===== src/rtl/i2s_adc_rx_pkg.sv =====
// rtl/i2s_adc_rx_pkg.sv - shared encodings for the I2S ADC receiver
package i2s_adc_rx_pkg;

  localparam int DEF_DATA_W = 16;

  typedef enum logic [1:0] {
    ST_HUNT = 2'd0,
    ST_FILL = 2'd1,
    ST_RUN  = 2'd2
  } state_t;

endpackage


===== src/rtl/i2s_in_sync.sv =====
// rtl/i2s_in_sync.sv - two-flop synchroniser for asynchronous I2S pins
module i2s_in_sync #(
  parameter int WIDTH = 3
) (
  input  logic             clk,
  input  logic             reset,
  input  logic [WIDTH-1:0] d,
  output logic [WIDTH-1:0] q
);

  logic [WIDTH-1:0] s1;

  always_ff @(posedge clk) begin
    if (reset) begin
      s1 <= '0;
      q  <= '0;
    end else begin
      s1 <= d;
      q  <= s1;
    end
  end

endmodule


===== src/rtl/i2s_adc_rx.sv =====
// rtl/i2s_adc_rx.sv - I2S slave receiver: deserialises stereo ADC frames, tracks lock and format errors
module i2s_adc_rx
  import i2s_adc_rx_pkg::*;
#(
  parameter int DATA_W    = DEF_DATA_W,
  parameter int TIMEOUT_W = 8
) (
  input  logic              clk,
  input  logic              reset,
  input  logic              i2s_bck,
  input  logic              i2s_lrck,
  input  logic              i2s_din,
  output logic [DATA_W-1:0] left,
  output logic [DATA_W-1:0] right,
  output logic              valid,
  output logic              locked,
  output logic              fmt_err
);

  localparam int CNT_W = $clog2(DATA_W + 1);
  localparam logic [CNT_W-1:0]     CNT_FULL = CNT_W'(DATA_W);
  localparam logic [CNT_W-1:0]     MSB_POS  = CNT_W'(DATA_W - 1);
  localparam logic [TIMEOUT_W-1:0] TMO_MAX  = '1;

  logic [2:0] pins_s;
  logic       bck_s2, lrck_s2, din_s2, bck_s3, rise;

  i2s_in_sync #(.WIDTH(3)) u_sync (
    .clk   (clk),
    .reset (reset),
    .d     ({i2s_bck, i2s_lrck, i2s_din}),
    .q     (pins_s)
  );

  assign {bck_s2, lrck_s2, din_s2} = pins_s;

  always_ff @(posedge clk) begin
    if (reset) bck_s3 <= 1'b0;
    else       bck_s3 <= bck_s2;
  end

  // DIN/LRCK share the BCK sync delay, so they are sampled in the rise-detect cycle
  assign rise = bck_s2 & ~bck_s3;

  state_t                state, state_nx;
  logic [DATA_W-1:0]     shreg, word, left_hold;
  logic [CNT_W-1:0]      bit_cnt, cnt_nx;
  logic [TIMEOUT_W-1:0]  tmo;
  logic                  primed, lrck_prev;
  logic                  boundary, timeout, commit_l, commit_r, short_word;

  always_comb begin
    word   = shreg;
    cnt_nx = bit_cnt;
    if (bit_cnt < CNT_FULL) begin
      word   = shreg | (DATA_W'(din_s2) << (MSB_POS - bit_cnt));
      cnt_nx = bit_cnt + CNT_W'(1);
    end
  end

  assign boundary = rise & primed & (lrck_s2 != lrck_prev);
  // timeout fires on the edge where tmo reaches its saturation value; a rise always wins
  assign timeout  = ~rise & (tmo >= TMO_MAX - TIMEOUT_W'(1));

  always_ff @(posedge clk) begin
    if (reset) state <= ST_HUNT;
    else       state <= state_nx;
  end

  always_comb begin
    state_nx = state;
    if (timeout) begin
      state_nx = ST_HUNT;
    end else if (boundary) begin
      case (state)
        ST_HUNT: if (lrck_prev) state_nx = ST_FILL;
        ST_FILL: if (lrck_prev) state_nx = ST_RUN;
        default: state_nx = state;
      endcase
    end
  end

  always_comb begin
    commit_l   = boundary & ~lrck_prev & (state != ST_HUNT);
    commit_r   = boundary &  lrck_prev & (state != ST_HUNT);
    short_word = (commit_l | commit_r) & (cnt_nx < CNT_FULL);
    locked     = (state == ST_RUN);
  end

  always_ff @(posedge clk) begin
    if (reset) begin
      left      <= '0;
      right     <= '0;
      left_hold <= '0;
      valid     <= 1'b0;
      fmt_err   <= 1'b0;
      shreg     <= '0;
      bit_cnt   <= '0;
      tmo       <= '0;
      primed    <= 1'b0;
      lrck_prev <= 1'b0;
    end else begin
      valid   <= commit_r;
      fmt_err <= short_word;
      if (commit_l) left_hold <= word;
      if (commit_r) begin
        left  <= left_hold;
        right <= word;
      end
      if (rise) begin
        tmo       <= '0;
        primed    <= 1'b1;
        lrck_prev <= lrck_s2;
        if (boundary) begin
          shreg   <= '0;
          bit_cnt <= '0;
        end else begin
          shreg   <= word;
          bit_cnt <= cnt_nx;
        end
      end else begin
        if (tmo != TMO_MAX) tmo <= tmo + TIMEOUT_W'(1);
        if (timeout) primed <= 1'b0;
      end
    end
  end

endmodule


===== config.mk =====
export PLATFORM = sky130hd
export DESIGN_NAME = i2s_adc_rx
export DESIGN_NICKNAME = d
export VERILOG_FILES = /design/src/rtl/i2s_adc_rx_pkg.sv /design/src/rtl/i2s_in_sync.sv /design/src/rtl/i2s_adc_rx.sv
export SDC_FILE = /design/constraint.sdc
export NUM_CORES = 1
export LEC_CHECK = 0
export CORE_UTILIZATION = 40
export DETAILED_ROUTE_END_ITERATION = 6
export PLACE_DENSITY = 0.71
export SLEW_MARGIN = 30
export SYNTH_ARGS = -nofsm -noshare
export SYNTH_HDL_FRONTEND = slang
export SYNTH_SLANG_ARGS = --single-unit

===== constraint.sdc =====
create_clock -name clk -period 1.7 [get_ports clk]
set_input_delay 0.255 -clock clk [delete_from_list [all_inputs] [get_ports clk]]
set_output_delay 0.255 -clock clk [all_outputs]
set_load 0.05 [all_outputs]

=== Word level (Yosys, flattened, before mapping) ===
Cells that the tools add are included.

* $add $sub $neg: 3
* Multipliers: 0
* Divide/modulo/power cells: 0
* Order comparisons: 3
* Equal/unequal tests: 6
* Shift operators: 1
* Multiplexer cells: 9
* Bitwise logic cells: 14
* Reduce and logical (&&, ||, !) cells: 7

{| class="wikitable"
|+ Operators by type and width
! operator !! number
|-
| $mux W16 || 2
|-
| $or A16 B16 Y16 || 1
|-
| $shl A1 B5 Y16 || 1
|-
| $lt A5 B5 Y1 const B || 2
|-
| $mux W5 || 2
|-
| $and A1 B1 Y1 || 9
|-
| $add A8 B1 Y8 const B || 1
|-
| $ge A8 B8 Y1 const B || 1
|-
| $ne A8 B8 Y1 const B || 1
|-
| $reduce_bool A2 Y1 || 3
|-
| $add A5 B1 Y5 const B || 1
|-
| $sub A4 B5 Y5 const A || 1
|-
| $mux W2 || 2
|-
| $ne A2 B2 Y1 const B || 2
|-
| $pmux W2 S2 || 1
|-
| $reduce_and A4 Y1 || 1
|-
| $reduce_or A2 Y1 || 2
|-
| $not A1 Y1 || 3
|-
| $eq A2 B1 Y1 const B || 1
|-
| $eq A2 B2 Y1 const B || 1
|-
| $logic_not A2 Y1 || 1
|-
| $mux W1 || 2
|-
| $ne A1 B1 Y1 || 1
|-
| $or A1 B1 Y1 || 1
|}

* Register bits: 90
* Latch bits: 0
* Memory bits (writable): 0
* ROM bits: 0
* Output and inout port bits: 35
* Logic and storage cells: 57
* Memories: 0

=== Longest topological paths before layout ===
Gate-level depths: netlist of the first run.

* Depth in word-level cells: 8
* Mapped depth: 7

=== By module ===
Synthesis of the first run repeated with hierarchy kept, for this count alone.

* Cell total of the unflattened synthesis: 417
* Area total of the unflattened synthesis: 3940.0 um^2

{| class="wikitable"
|+ Modules (own cells, without submodules)
! module !! instances !! cells an instance !! area each (um^2) !! sequential area each (um^2)
|-
| i2s_adc_rx || 1 || 405 || 3782.4 || 1681.6
|-
| i2s_in_sync || 1 || 12 || 157.7 || 120.1
|}

=== Least setup slack after synthesis of the first run ===
OpenSTA, ideal clock, no wires.

* Kind: register to register
* Start: reg bck_s3
* End: reg left_hold[7]
* Data arrival time: 1.285 ns
* Data required time: 1.619 ns
* Path slack: 0.334 ns
* Stages on the path, launching flop included: 8
* Buffers on the path: 4
* Period minus slack after synthesis: 1.366 ns
* Path through: dfxtp_1 buf_4 and3b_1 clkbuf_2 and3_4 buf_6 buf_8 a211oi_2

* Cells in the longest elaborated chain, start to end: 6

{| class="wikitable"
|+ Ends and longest elaborated chain
! element !! RTL line !! RTL
|-
| start, declared || i2s_adc_rx.sv:26 || <nowiki>logic bck_s2, lrck_s2, din_s2, bck_s3, rise;</nowiki>
|-
| start signal, assigned || i2s_adc_rx.sv:39 || <nowiki>else bck_s3 <= bck_s2;</nowiki>
|-
| $not A1 Y1 || i2s_adc_rx.sv:43 || <nowiki>assign rise = bck_s2 & ~bck_s3;</nowiki>
|-
| $and A1 B1 Y1 || i2s_adc_rx.sv:43 ||
|-
| $and A1 B1 Y1 (2 in series) || i2s_adc_rx.sv:61 || <nowiki>assign boundary = rise & primed & (lrck_s2 != lrck_prev);</nowiki>
|-
| $and A1 B1 Y1 (2 in series) || i2s_adc_rx.sv:84 || <nowiki>commit_l = boundary & ~lrck_prev & (state != ST_HUNT);</nowiki>
|-
| end signal, assigned || i2s_adc_rx.sv:105 || <nowiki>if (commit_l) left_hold <= word;</nowiki>
|-
| end, declared || i2s_adc_rx.sv:46 || <nowiki>logic [DATA_W-1:0] shreg, word, left_hold;</nowiki>
|}

Every way passes these cells.
A chain may end at the register's enable or synchronous reset.

=== Final worst setup path of the first run ===
* Start: reg u_sync.q[2]
* End: reg right[14]

* Cells in the longest elaborated chain, start to end: 5

{| class="wikitable"
|+ Ends and longest elaborated chain
! element !! RTL line !! RTL
|-
| start, declared || i2s_in_sync.sv:8 || <nowiki>output logic [WIDTH-1:0] q</nowiki>
|-
| start signal, assigned || i2s_in_sync.sv:16 || <nowiki>q <= '0;</nowiki>
|-
| start signal, assigned || i2s_in_sync.sv:19 || <nowiki>q <= s1;</nowiki>
|-
| $and A1 B1 Y1 || i2s_adc_rx.sv:43 ||
|-
| $and A1 B1 Y1 (2 in series) || i2s_adc_rx.sv:61 ||
|-
| $and A1 B1 Y1 (2 in series) || i2s_adc_rx.sv:85 || <nowiki>commit_r = boundary & lrck_prev & (state != ST_HUNT);</nowiki>
|-
| end signal, assigned || i2s_adc_rx.sv:108 || <nowiki>right <= word;</nowiki>
|-
| end, declared || i2s_adc_rx.sv:14 || <nowiki>output logic [DATA_W-1:0] right,</nowiki>
|}

Every way passes these cells.

==> results of run 1 <==
-- per-stage QoR --
stage / cells / setup slack [ns] / hold slack [ns] / util (%) / area, um^2
6_report: 569 / 0.164 / 0.168 / 48.4 / 4540
4_1_cts: 567 / 0.000441 / 0.156 / 48.2 / 4520
3_3_place_gp: 551 / 0.107 / 0.419 / 46.0 / 4320
2_1_floorplan: 418 / 0.334 / 0.383 / - / 3930
3_5_place_dp: 551 / 0.0244 / 0.425 / 46.0 / 4320
5_1_grt: 569 / 0.0417 / 0.189 / 48.4 / 4540
-- worst min-delay path by stage --
stage          slack [ns]          from      endpoint  cells after the start
3_3_place_gp         0.42  u_sync.s1[1]   u_sync.q[1]                      1
5_1_grt              0.19         reset   u_sync.q[2]                      2
6_report             0.17         reset   u_sync.q[2]                      2
3_5_place_dp         0.43  u_sync.s1[1]   u_sync.q[1]                      1
4_1_cts              0.16         reset     lrck_prev                      2
2_1_floorplan        0.38       i2s_din  u_sync.s1[0]                      1
-- layout make-up --
class / instances / area [um^2] / share of cell area [%]
Multi-Input combinational cell: 274 / 1870 / 41.3
Sequential cell: 90 / 1800 / 39.7
Timing Repair Buffer: 55 / 480 / 10.6
Tap cell: 129 / 161 / 3.56
Clock buffer: 10 / 128 / 2.81
Clock inverter: 6 / 75.1 / 1.65
Inverter: 5 / 18.8 / 0.413
-- what timing repair did --
item	in CTS	in global routing
buffers inserted	0	2
endpoints found under the setup margin	0	53
endpoints found under the hold margin	0	0
resized for setup	0	2
-- flip-flops by register name (all words and copies together), names as in the netlist, 2 cells and up --
register,flops
bit_cnt,5
left,16
left_hold,16
right,16
shreg,16
state,2
tmo,8
u_sync.q,3
u_sync.s1,3
-- cell families after synthesis --
kind of cell    synth area share, %
fa+ha+maj                     0.956
flops                          45.9
compound gates                 30.3
buf+inv                        6.79
xor+xnor                      0.892
simple gates                   14.9
mux                           0.255
-- power by group --
| part | internal (mW) | switching (mW) |
|---|---|---|
| Clock | 0.701 | 0.792 |
| Sequential | 2.12 | 0.0249 |
| Combinational | 0.0527 | 0.0964 |
-- worst register-to-register path: stages (launching register included) --
cell and delay, ns:
dfxtp_2 0.47, and3b_1 0.37, buf_12 0.25, a31oi_1 0.14
a211oi_1 0.24
-- per-layer routing --
layer / vias up / track usage [%] / wire, um
li1: 1635 / - / -
met1: 1582 / 24.5 / 4090
met2: 76 / 30.8 / 4480
met3: 10 / 3.61 / 375
met4: 0 / 6.47 / 150
met5: - / 0 / 0
-- cells in the final DEF (no fill, tap or decap), types with 3 or more instances in the layout --
cell / count
buf_4: 46
o21ai_0: 18
clkbuf_8: 9
nor3_1: 6
ha_1: 3
dfxtp_1: 89
nor2_1: 6
nand3_1: 4
buf_12: 5
nor2b_1: 12
a211oi_2: 10
o211ai_1: 16
o31ai_1: 19
a31oi_1: 38
nand4_1: 19
clkdlybuf4s50_1: 3
nand2_1: 6
a21oi_1: 54
inv_1: 4
xnor2_1: 3
a211oi_1: 25
nor4bb_1: 3
==> summary.txt, run 1 <==
Outcome: finished, final reports clean
Skew final: 0.0109 ns
Core area: 0.00937 mm^2
Register area share after synthesis: 45.9%
Clk_lat worst skew: 0.36 ns
Post-CTS Hold Fix Bufs: 0
Buf/Inv on CP: 1
Fillers: 930
Leak: 1.48 nW
Setup TNS: 0 ns
CTS tree: done
Critical path depth in cells: 4
Avg Synthesized Cell Area: 9.39 um^2
WS Path Type: register to register
Die area: 0.0102 mm^2
RSZ-0062 raised after global routing: false
Crit path required time: 1.97 ns
Initial antenna violation count: 0
Top-level I/O count: 40
Max-cap violation count: 0
Pwr dens: 835 mW/mm^2
Setup crit start kind: register
Grt ovf: 0
Vias/cell: 5.80
DRT Pass-1 Iters: 4
Synthesized instance count: 418
WP data arrival: 1.81 ns
Slowest CP cell: dfxtp_2
Gp weighted congestion: 0.828
Via count: 3303
Main synth FF type: dfxtp_1
Drt total wl: 9090 um
Die X: 101 um
Starting Density: 41.9%
Setup-failing EPs final: 0
Reg2reg end: right[14]
Critical Path Fanout Max: 43
Clock Path Buffers: 2
Synth Cell Area: 0.00393 mm^2
Largest cells by area after synthesis: dfxtp_1, a21oi_1, a31oi_1
Most common cell in the netlist: dfxtp_1
Worst-path clk slew: 0.09 ns
Share of layout cells above drive strength 1: 20.0%
Post-synth top area share: 45.9%
Asr flop ratio synth: 0%
Period utilisation layout: 90.3%
Largest net degree at the start of global routing: 74
Global-route wire length before repair: 15200 um
Syn. warnings: 0
Post-synth top area cell: dfxtp_1
Number of port buffers: 39
Die height: 101 um
Final #Nets: 443
Worst slew margin: 58.6%
Drt first-iter violations: 253
Crit end category: register
Power Total: 3.79 mW
Syn nets: 426
Worst-case register-to-register setup slack: 0.16 ns
CP Launch Point: u_sync.q[2]
All-layer global routing usage: 18.7%
Critical path's largest stage delay: 0.47 ns
Worst setup endpoint: right[14]
Antenna Cells: 0
CTS root buf: clkbuf_8
Row cnt: 35
Worst hold path type: input port to register
Cts bufs inserted: 9
Max IR drop VDD: 469 uV
Dpl hpwl: 5940 um
Fmax: 651 MHz
Crit path time final: 1.54 ns
Top cells by count, synth: dfxtp_1, a21oi_1, a31oi_1, a211oi_1, buf_2
Worst r2r src: u_sync.q[2]
CTS Sinks: 90
H-Tree Depth: 3
Worst Tran Pin Value: 0.613 ns
Vias in the first global route: 3087
Cell Chain, Critical Path: and3b_1 -> buf_12 -> a31oi_1 -> a211oi_1
EDFF count, synth: 0
R2r worst-path depth: 4
Area delta synth->final: 15.6%
Final Max Slew Viols: 0
Library cells used by synthesis: 47
Flops & latches, synth: 90
Final ANT Viol Nets: 0
Wire per inst: 16.0 um
Post-route DRC: 0
Critical path's top delay family: flip-flops
Fin. Hold Viols: 0
No activity file was read; power rests on OpenSTA's default activity.
==> run 2: changes to the inputs <==
- PLACE_DENSITY: 0.71 -> 0.73
- clock period: 1.7 -> 1.4 ns (I/O delays scaled with it)
==> run 2 against run 1 <==
Effect of this change:
- final cell count up 4.2%
- sequential power up 21%
- core utilization up 7.3 points
- design area up 15%
- combinational power up 46%
- clock-buffer cell count down 1
- critical path depth unchanged
- worst setup slack worse by 0.16 ns
- flip-flop and latch count unchanged
- critical path type unchanged
- largest cell class unchanged
==> summary.txt, run 2 (same netlist as run 1, synthesis figures left out) <==
RSZ-0062 raised after global routing: true
Post-route DRC: 0 (unchanged)
Drt first-iter violations: 279 (+10%)
Crit end category: register
Cell Chain, Critical Path: nor4bb_2 -> buf_4 -> a21oi_1 -> a211oi_1
Power Total: 4.45 mW (+17%)
Worst slew margin: 71.0% (+12 points)
Final #Nets: 467 (+5.4%)
Wire per inst: 16.1 um (+0.79%)
Critical Path Fanout Max: 8 (-81%)
Max-cap violation count: 0 (unchanged)
Cts bufs inserted: 9 (unchanged)
Starting Density: 41.9% (unchanged)
Share of layout cells above drive strength 1: 28.5% (+8.5 points)
Setup-failing EPs final: 0 (unchanged)
Global-route wire length before repair: 15200 um (-0.37%)
Setup crit start kind: register
Reg2reg end: right[4]
Top-level I/O count: 40 (unchanged)
Skew final: 0.0119 ns (+0.000938 ns)
Largest net degree at the start of global routing: 46 (-38%)
R2r worst-path depth: 4 (unchanged)
Max IR drop VDD: 539 uV (+15%)
WS Path Type: register to register
Grt ovf: 0 (unchanged)
Row cnt: 35 (unchanged)
Via count: 3481 (+5.4%)
Critical path's top delay family: compound AO/OA/AOI/OAI gates
Fmax: 719 MHz (+10%)
Worst hold path type: input port to register
Gp weighted congestion: 0.860 (+3.9%)
Slowest CP cell: dfxtp_1
CTS Sinks: 90 (unchanged)
Vias in the first global route: 3123 (+1.2%)
Vias/cell: 5.87 (+1.1%)
Period utilisation layout: 99.4% (+9.0 points)
Dpl cell area: 0.00495 mm^2 (+15%)
Die area: 0.0102 mm^2 (unchanged)
Final Instance Area: 0.00522 mm^2 (+15%)
All-layer global routing usage: 18.9% (+0.19 points)
Worst r2r src: u_sync.q[0]
Core area: 0.00937 mm^2 (unchanged)
Die height: 101 um (unchanged)
Clock Path Buffers: 2 (unchanged)
Multi-input gate area: 0.00191 mm^2 (+2.1%)
Dpl hpwl: 6470 um (+8.8%)
Die X: 101 um (unchanged)
HP Start: reset
Placed cells: 575 (+4.4%)
Crit path required time: 1.69 ns (-0.28 ns)
Fin. Hold Viols: 0 (unchanged)
Commonest non-fill, non-tap cell in the layout: dfxtp_1
Clk_lat worst skew: 0.37 ns (about the same)
Hold endpoint: lrck_prev
Setup TNS: 0 ns (unchanged)
Pwr dens: 853 mW/mm^2 (+2.2%)
Buf/Inv on CP: 1 (unchanged)
Non-filler instance count after layout: 593 (+4.2%)
Most frequent cells in the layout: dfxtp_1, a21oi_1, buf_12, a31oi_1, buf_4
Outcome: finished, final reports clean
Initial antenna violation count: 0 (unchanged)
DRT Pass-1 Iters: 5 (+1)
Area delta synth->final: 33.0%
WP data arrival: 1.68 ns (-0.13 ns)
Final Max Slew Viols: 0 (unchanged)
Critical path's largest stage delay: 0.40 ns (-0.07 ns)
CTS root buf: clkbuf_8
Worst Tran Pin Value: 0.435 ns (-0.177 ns)
Worst-case register-to-register setup slack: 0.009 ns (-0.16 ns)
Worst-path clk slew: 0.09 ns (about the same)
Number of port buffers: 39 (unchanged)
Seq. cell area: 0.00182 mm^2 (+0.76%)
Crit path time final: 1.39 ns (-0.144 ns)
CTS tree: done
Fillers: 830 (-11%)
Drt total wl: 9550 um (+5.0%)
Final ANT Viol Nets: 0 (unchanged)
Hold path cells: 2 (unchanged)
H-Tree Depth: 3 (unchanged)
Leak: 1.70 nW (+15%)
==> run 2: changes by cell type in the layout (fill, tap and decap cells not counted), sizes merged <==
cell / change
clkinvlp: +1
bufinv: -1
buf: +23
diode: +1
==> run 2: final cells by class <==
type                            count  area share (%)
Tap cell                          129            3.09
Timing Repair Buffer               79            21.7
Inverter                            5           0.360
Antenna cell                        1          0.0479
Clock inverter                      6            1.01
Sequential cell                    90            34.8
Multi-Input combinational cell    274            36.6
Clock buffer                        9            2.37
==> run 2: metrics by stage <==
stage / hold WS (ns) / utilization [%] / setup WS (ns)
2_1_floorplan: 0.338 / - / 0.0338
3_3_place_gp: 0.419 / 52.8 / -0.0214
3_5_place_dp: 0.427 / 52.8 / -0.0414
4_1_cts: 0.108 / 54.7 / 0.00161
5_1_grt: 0.114 / 55.7 / -0.0288
6_report: 0.100 / 55.7 / 0.00860
==> run 2: worst max-delay path by stage <==
| stage | startpoint | to | cells past startpoint |
|---|---|---|---|
| global route | u_sync.q[0] | left_hold[5] | 4 |
| global placement | bit_cnt[4] | right[9] | 4 |
| detailed placement | bit_cnt[4] | right[9] | 4 |
| CTS | bit_cnt[1] | bit_cnt[2] | 4 |
| finish | u_sync.q[0] | right[4] | 4 |
| floorplan | bck_s3 | left_hold[7] | 7 |
==> run 2: worst reg2reg max path: stages, from the launching register on <==
cell and delay [ns]:
dfxtp_1 0.40, nor4bb_2 0.30, buf_4 0.20, a21oi_1 0.16, a211oi_1 0.25
==> run 2: what timing repair did <==
action                                 4_1_cts  5_1_grt
pin swaps                                    0        2
gates cloned                                 0        1
buffers inserted                             0        1
resized for setup                            5       18
hold buffers                                 0        0
endpoints found under the hold margin        0        0
setup endpoints to repair                    7       49
==> run 2: layer usage <==
metal  GRT usage (%)  vias to the layer above  routed length (um)
met5               0                        -                   0
met4            8.47                        0                 208
met3            4.30                       14                 480
met2            31.8                      122                4760
met1            22.9                     1650                4100
li1                -                     1695                   -
==> run 2: power breakdown <==
part | leakage, nW | total (mW) | switching [mW] | internal, mW
sequential | 0.732 | 2.61 | 0.0256 | 2.58
clock | 0.0838 | 1.63 | 0.971 | 0.659
combinational | 0.881 | 0.217 | 0.130 | 0.0876
total | 1.70 | 4.45 | 1.13 | 3.33
